File: config.mk
export PLATFORM = sky130hd
export DESIGN_NAME = wb_axi4lite_master
export DESIGN_NICKNAME = d
export VERILOG_FILES = /design/src/rtl/wb_axi4lite_master.sv
export SDC_FILE = /design/constraint.sdc
export NUM_CORES = 1
export LEC_CHECK = 0
export ABC_AREA = 1
export CAP_MARGIN = 20
export CELL_PAD_IN_SITES_DETAIL_PLACEMENT = 0
export CELL_PAD_IN_SITES_GLOBAL_PLACEMENT = 1
export CORE_AREA = 2 2 133 135
export DETAILED_ROUTE_END_ITERATION = 10
export DIE_AREA = 0 0 135 137
export PLACE_DENSITY_LB_ADDON = 0.1
export SLEW_MARGIN = 25
export SYNTH_ARGS = -nofsm -noshare
export SYNTH_HDL_FRONTEND = slang
export SYNTH_SLANG_ARGS = --single-unit
File: constraint.sdc
create_clock -name clk_i -period 3.15 [get_ports clk_i]
set_input_delay 0.7875 -clock clk_i [delete_from_list [all_inputs] [get_ports clk_i]]
set_output_delay 0.7875 -clock clk_i [all_outputs]
set_load 0.02 [all_outputs]
File: src/rtl/wb_axi4lite_master.sv
// wb_axi4lite_master: pipelined Wishbone slave bridging single transfers onto an AXI4-Lite master
module wb_axi4lite_master #(
   parameter int ADDR_WIDTH = 32,
   parameter int TIMEOUT    = 255
) (
   input  logic                  clk_i,
   input  logic                  rst_i,
   input  logic                  wb_cyc_i,
   input  logic                  wb_stb_i,
   input  logic                  wb_we_i,
   input  logic [ADDR_WIDTH-1:0] wb_adr_i,
   input  logic [3:0]            wb_sel_i,
   input  logic [31:0]           wb_dat_i,
   output logic                  wb_ack_o,
   output logic                  wb_err_o,
   output logic                  wb_stall_o,
   output logic [31:0]           wb_dat_o,
   output logic                  awvalid,
   input  logic                  awready,
   output logic [ADDR_WIDTH-1:0] awaddr,
   output logic [2:0]            awprot,
   output logic                  wvalid,
   input  logic                  wready,
   output logic [31:0]           wdata,
   output logic [3:0]            wstrb,
   input  logic                  bvalid,
   output logic                  bready,
   input  logic [1:0]            bresp,
   output logic                  arvalid,
   input  logic                  arready,
   output logic [ADDR_WIDTH-1:0] araddr,
   output logic [2:0]            arprot,
   input  logic                  rvalid,
   output logic                  rready,
   input  logic [31:0]           rdata,
   input  logic [1:0]            rresp
);
   typedef enum logic [2:0] {IDLE, WRITE, WRESP, READ, RRESP, DRAIN} state_t;
   localparam int TW = TIMEOUT > 1 ? $clog2(TIMEOUT + 1) : 1;
   state_t state, state_d;
   logic [ADDR_WIDTH-1:0] addr, addr_d;
   logic [31:0] wdata_d, dat_d;
   logic [3:0] wstrb_d;
   logic awvalid_d, wvalid_d, arvalid_d, bready_d, rready_d, ack_d, err_d;
   logic abort, abort_d, live, timed_out;
   logic [TW-1:0] timer, timer_d;
   assign awaddr = addr;
   assign araddr = addr;
   assign awprot = 3'b000;
   assign arprot = 3'b000;
   assign wb_stall_o = (state != IDLE) | wb_ack_o | wb_err_o;
   assign live = ~abort & wb_cyc_i;
   assign timed_out = (TIMEOUT > 0) && (timer == TW'(TIMEOUT - 1));
   // next-state and next-output decode; abort remembers a dropped cycle so the response is swallowed
   always_comb begin
      state_d   = state;
      addr_d    = addr;
      wdata_d   = wdata;
      wstrb_d   = wstrb;
      awvalid_d = awvalid;
      wvalid_d  = wvalid;
      arvalid_d = arvalid;
      bready_d  = bready;
      rready_d  = rready;
      ack_d     = 1'b0;
      err_d     = 1'b0;
      dat_d     = wb_dat_o;
      timer_d   = (&timer) ? timer : timer + 1'b1;
      abort_d   = (state != IDLE) & (abort | ~wb_cyc_i);
      case (state)
         IDLE: if (wb_cyc_i & wb_stb_i & ~wb_ack_o & ~wb_err_o) begin
            addr_d    = wb_adr_i;
            wdata_d   = wb_we_i ? wb_dat_i : wdata;
            wstrb_d   = wb_we_i ? wb_sel_i : wstrb;
            awvalid_d = wb_we_i;
            wvalid_d  = wb_we_i;
            arvalid_d = ~wb_we_i;
            state_d   = wb_we_i ? WRITE : READ;
         end
         WRITE: begin
            awvalid_d = awvalid & ~awready;
            wvalid_d  = wvalid & ~wready;
            if (~awvalid_d & ~wvalid_d) begin
               bready_d = 1'b1;
               timer_d  = '0;
               state_d  = WRESP;
            end
         end
         READ: if (arready) begin
            arvalid_d = 1'b0;
            rready_d  = 1'b1;
            timer_d   = '0;
            state_d   = RRESP;
         end
         WRESP: if (bvalid) begin
            bready_d = 1'b0;
            ack_d    = live & (bresp == 2'b00);
            err_d    = live & (bresp != 2'b00);
            state_d  = IDLE;
         end else if (timed_out) begin
            err_d   = live;
            state_d = DRAIN;
         end
         RRESP: if (rvalid) begin
            rready_d = 1'b0;
            dat_d    = rdata;
            ack_d    = live & (rresp == 2'b00);
            err_d    = live & (rresp != 2'b00);
            state_d  = IDLE;
         end else if (timed_out) begin
            err_d   = live;
            state_d = DRAIN;
         end
         DRAIN: if ((bready & bvalid) | (rready & rvalid)) begin
            bready_d = 1'b0;
            rready_d = 1'b0;
            state_d  = IDLE;
         end
         default: state_d = IDLE;
      endcase
   end
   // state and registered outputs
   always_ff @(posedge clk_i) begin
      if (rst_i) begin
         state    <= IDLE;
         addr     <= '0;
         wdata    <= '0;
         wstrb    <= '0;
         awvalid  <= 1'b0;
         wvalid   <= 1'b0;
         arvalid  <= 1'b0;
         bready   <= 1'b0;
         rready   <= 1'b0;
         wb_ack_o <= 1'b0;
         wb_err_o <= 1'b0;
         wb_dat_o <= '0;
         timer    <= '0;
         abort    <= 1'b0;
      end else begin
         state    <= state_d;
         addr     <= addr_d;
         wdata    <= wdata_d;
         wstrb    <= wstrb_d;
         awvalid  <= awvalid_d;
         wvalid   <= wvalid_d;
         arvalid  <= arvalid_d;
         bready   <= bready_d;
         rready   <= rready_d;
         wb_ack_o <= ack_d;
         wb_err_o <= err_d;
         wb_dat_o <= dat_d;
         timer    <= timer_d;
         abort    <= abort_d;
      end
   end
endmodule

==> results_dict.tcl <==
set metrics [dict create \
    setup-tns-final_ns 0 \
    grt_overflow 0 \
    wl_per_cell_um 13.5 \
    htreeDepth 4 \
    via_per_inst 4.34 \
    start_util 0.283 \
    routed_wirelength_mm 14.7 \
    tightest_slew_ns 0.625 \
    rsz0062_at_grt "false" \
    die-area_um2 18500 \
    first_global_vias 4473 \
    ioPinCount 260 \
    ys_types 29 \
    synth_compound_area_frac 0.134 \
    clockBufferDepth 2 \
    antenna_found_initial 0 \
    dpl_cell_area_um2 7240 \
    synth_adder_area_share 0.00518 \
    muxShareOfSynthArea 0 \
    synth_top_family_by_area "simple AND/OR/NAND/NOR gates" \
    yosys_warnings 0 \
    synth_cells 642 \
    synth-simple-area-share 0.238 \
    layout-drive-gt1-share 0.0529 \
    vias 4745 \
    hold_viol 0 \
    diodes 0 \
    area_delta_synth_final_pct 62.1 \
    postCtsResizedCells 0 \
    post-dp-hpwl_mm 10.6 \
    startpoint_type "flop" \
    final_max_slew_viol_count 0 \
    slew_headroom 0.583 \
    post-route-cell-area_um2 7840 \
    drc 0 \
    p_total_uw 5060 \
    hold_buffers 0 \
    maxCapViolCount 0 \
    vdd_drop_max_mv 0.410 \
    firstDrtPassIters 4 \
    cts.reportedPaths.clkPinSlew_ns 0.05 \
    syn_area_um2 4830 \
    cp_max_fo 8 \
    clock-root-buffer "clkbuf_16" \
    core_um2 17100 \
    ant_nets 0 \
    insertion_delay_ns 0.41 \
    fin_crit_ns 2.69 \
    cp-end-kind "output pin" \
    critPathMaxStageDelay_ns 0.63 \
    rows 48 \
    synth_xor_area_frac 0.00362 \
    cp_data_required_time_ns 2.36 \
    leakagePower_uw 0.00319 \
    whs_ns 0.478 \
    layout_common_cells "clkdlybuf4s50_1, nor2_1, dfxtp_1" \
    stdcell_count 1094 \
    final_nets 972 \
    fin_skew_ns 0.00655 \
    status "finished clean" \
    grt_usage 0.154 \
    dp_cells 1062 \
    crit_type "reg2out" \
    cts_tree "done" \
    finalSetupViolCount 0 \
    finalCritPeriodShare 0.853 \
    max_freq_ghz 0.372 \
    cts_made_buffers 17 \
    postCtsSetupRepairBufs 0 \
    synth_seq_area_share 0.493 \
    final_common_cell "clkdlybuf4s50_1" \
    cp_slowest_cell "clkdlybuf4s50_1" \
    place_congestion 0.770 \
    grt_pass1_wl_mm 22.4 \
    worstPathCellList "nor2_4, nand2_4, inv_1, nand2_1, clkdlybuf4s50_1" \
    avgSynthCellArea_um2 7.53 \
    port_buffers 253 \
    die_h_um 137 \
    hp-class "reg2reg" \
    ys_ff_latch 119 \
    grt_max_degree 39 \
    crit_arrival_ns 1.90 \
    cellPowerDensity_nw_per_um2 646 \
    die_x_um 135 \
    initialDrtViolationCount 206 \
    cts_sinks 119 \
]
-- metrics by stage --
stage / worst slack (ns) / utilization
global placement: 0.662 / 0.424
global route: 0.344 / 0.460
CTS: 0.439 / 0.460
floorplan: 1.41 / -
detailed placement: 0.605 / 0.424
finish: 0.462 / 0.460
-- power breakdown --
part	leakage, uW	switching, uW	total [uW]	internal [uW]
logic	0.00192	688	1300	610
clock network	0.000297	676	1980	1300
registers	0.000969	122	1790	1660
-- layout make-up --
type                       count  area [um2]
multi-input combinational    425        1860
tap                          225         282
fill                        1733        9220
clock inverter                 9         123
clock buffer                  23         478
inverter                      33         124
timing repair buffer         260        2580
sequential                   119        2380
-- layer usage --
metal / track usage / wire (um)
met3: 0.0615 / 1340
met5: 0 / 0
met2: 0.237 / 6610
met4: 0.0584 / 206
met1: 0.194 / 6580
-- critical path, delay by kind of cell, from the launching register on --
kind | cells | cell delay (ns)
AND/OR/NAND/NOR | 3 | 0.28
flip-flops | 1 | 0.51
buffers and inverters | 2 | 0.71
-- Yosys cell counts --
library cell | count | area, um2
nand2_2 | 1 | 6.26
nand4_1 | 1 | 6.26
nor2_4 | 1 | 11.3
o21a_1 | 1 | 7.51
ha_1 | 2 | 25.0
nand2_4 | 2 | 22.5
xor2_1 | 2 | 17.5
o211ai_1 | 1 | 7.51
nand3_1 | 11 | 55.1
clkbuf_2 | 3 | 15.0
o21ai_0 | 102 | 510
or2_2 | 1 | 6.26
inv_2 | 2 | 7.51
nor4_1 | 1 | 6.26
buf_2 | 4 | 20.0
nor2_1 | 218 | 818
nand2_1 | 46 | 173
nor2_8 | 1 | 20.0
nor3_1 | 5 | 25.0
o21ai_1 | 9 | 45.0
clkbuf_1 | 15 | 56.3
buf_4 | 39 | 293
buf_6 | 9 | 101
a31oi_1 | 3 | 18.8
inv_1 | 31 | 116
a22oi_1 | 1 | 7.51
a21oi_1 | 10 | 50.1
dfxtp_1 | 119 | 2380
conb_1 | 1 | 3.75
-- flip-flops by register name (all words and copies together) (netlist names) --
| register | flops |
|---|---|
| abort | 1 |
| araddr | 32 |
| arvalid | 1 |
| awvalid | 1 |
| bready | 1 |
| rready | 1 |
| state | 3 |
| timer | 8 |
| wb_ack_o | 1 |
| wb_dat_o | 32 |
| wb_err_o | 1 |
| wdata | 32 |
| wstrb | 4 |
| wvalid | 1 |
-- logic make-up after synthesis --
| group | after synthesis |
|---|---|
| other | 1 |
| AO/OA/AOI/OAI | 127 |
| adder cells (fa/ha/maj) | 2 |
| flip-flops | 119 |
| XOR/XNOR | 2 |
| buffers and inverters | 103 |
| AND/OR/NAND/NOR | 288 |
-- final timing paths --
| kind | from | endpoint | slack, ns | cells past startpoint |
|---|---|---|---|---|
| worst min register to register | wdata[18]$_SDFFE_PP0P_ | wdata[18]$_SDFFE_PP0P_ | 0.48 | 2 |
| worst max register to register | state[0]$_SDFFE_PP0P_ | timer[6]$_SDFF_PP0_ | 1.45 | 9 |
| worst max-delay path | state[0]$_SDFFE_PP0P_ | wb_stall_o | 0.46 | 5 |
| worst min-delay path | wdata[18]$_SDFFE_PP0P_ | wdata[18]$_SDFFE_PP0P_ | 0.48 | 2 |
(Power assumes the default switching activity.)
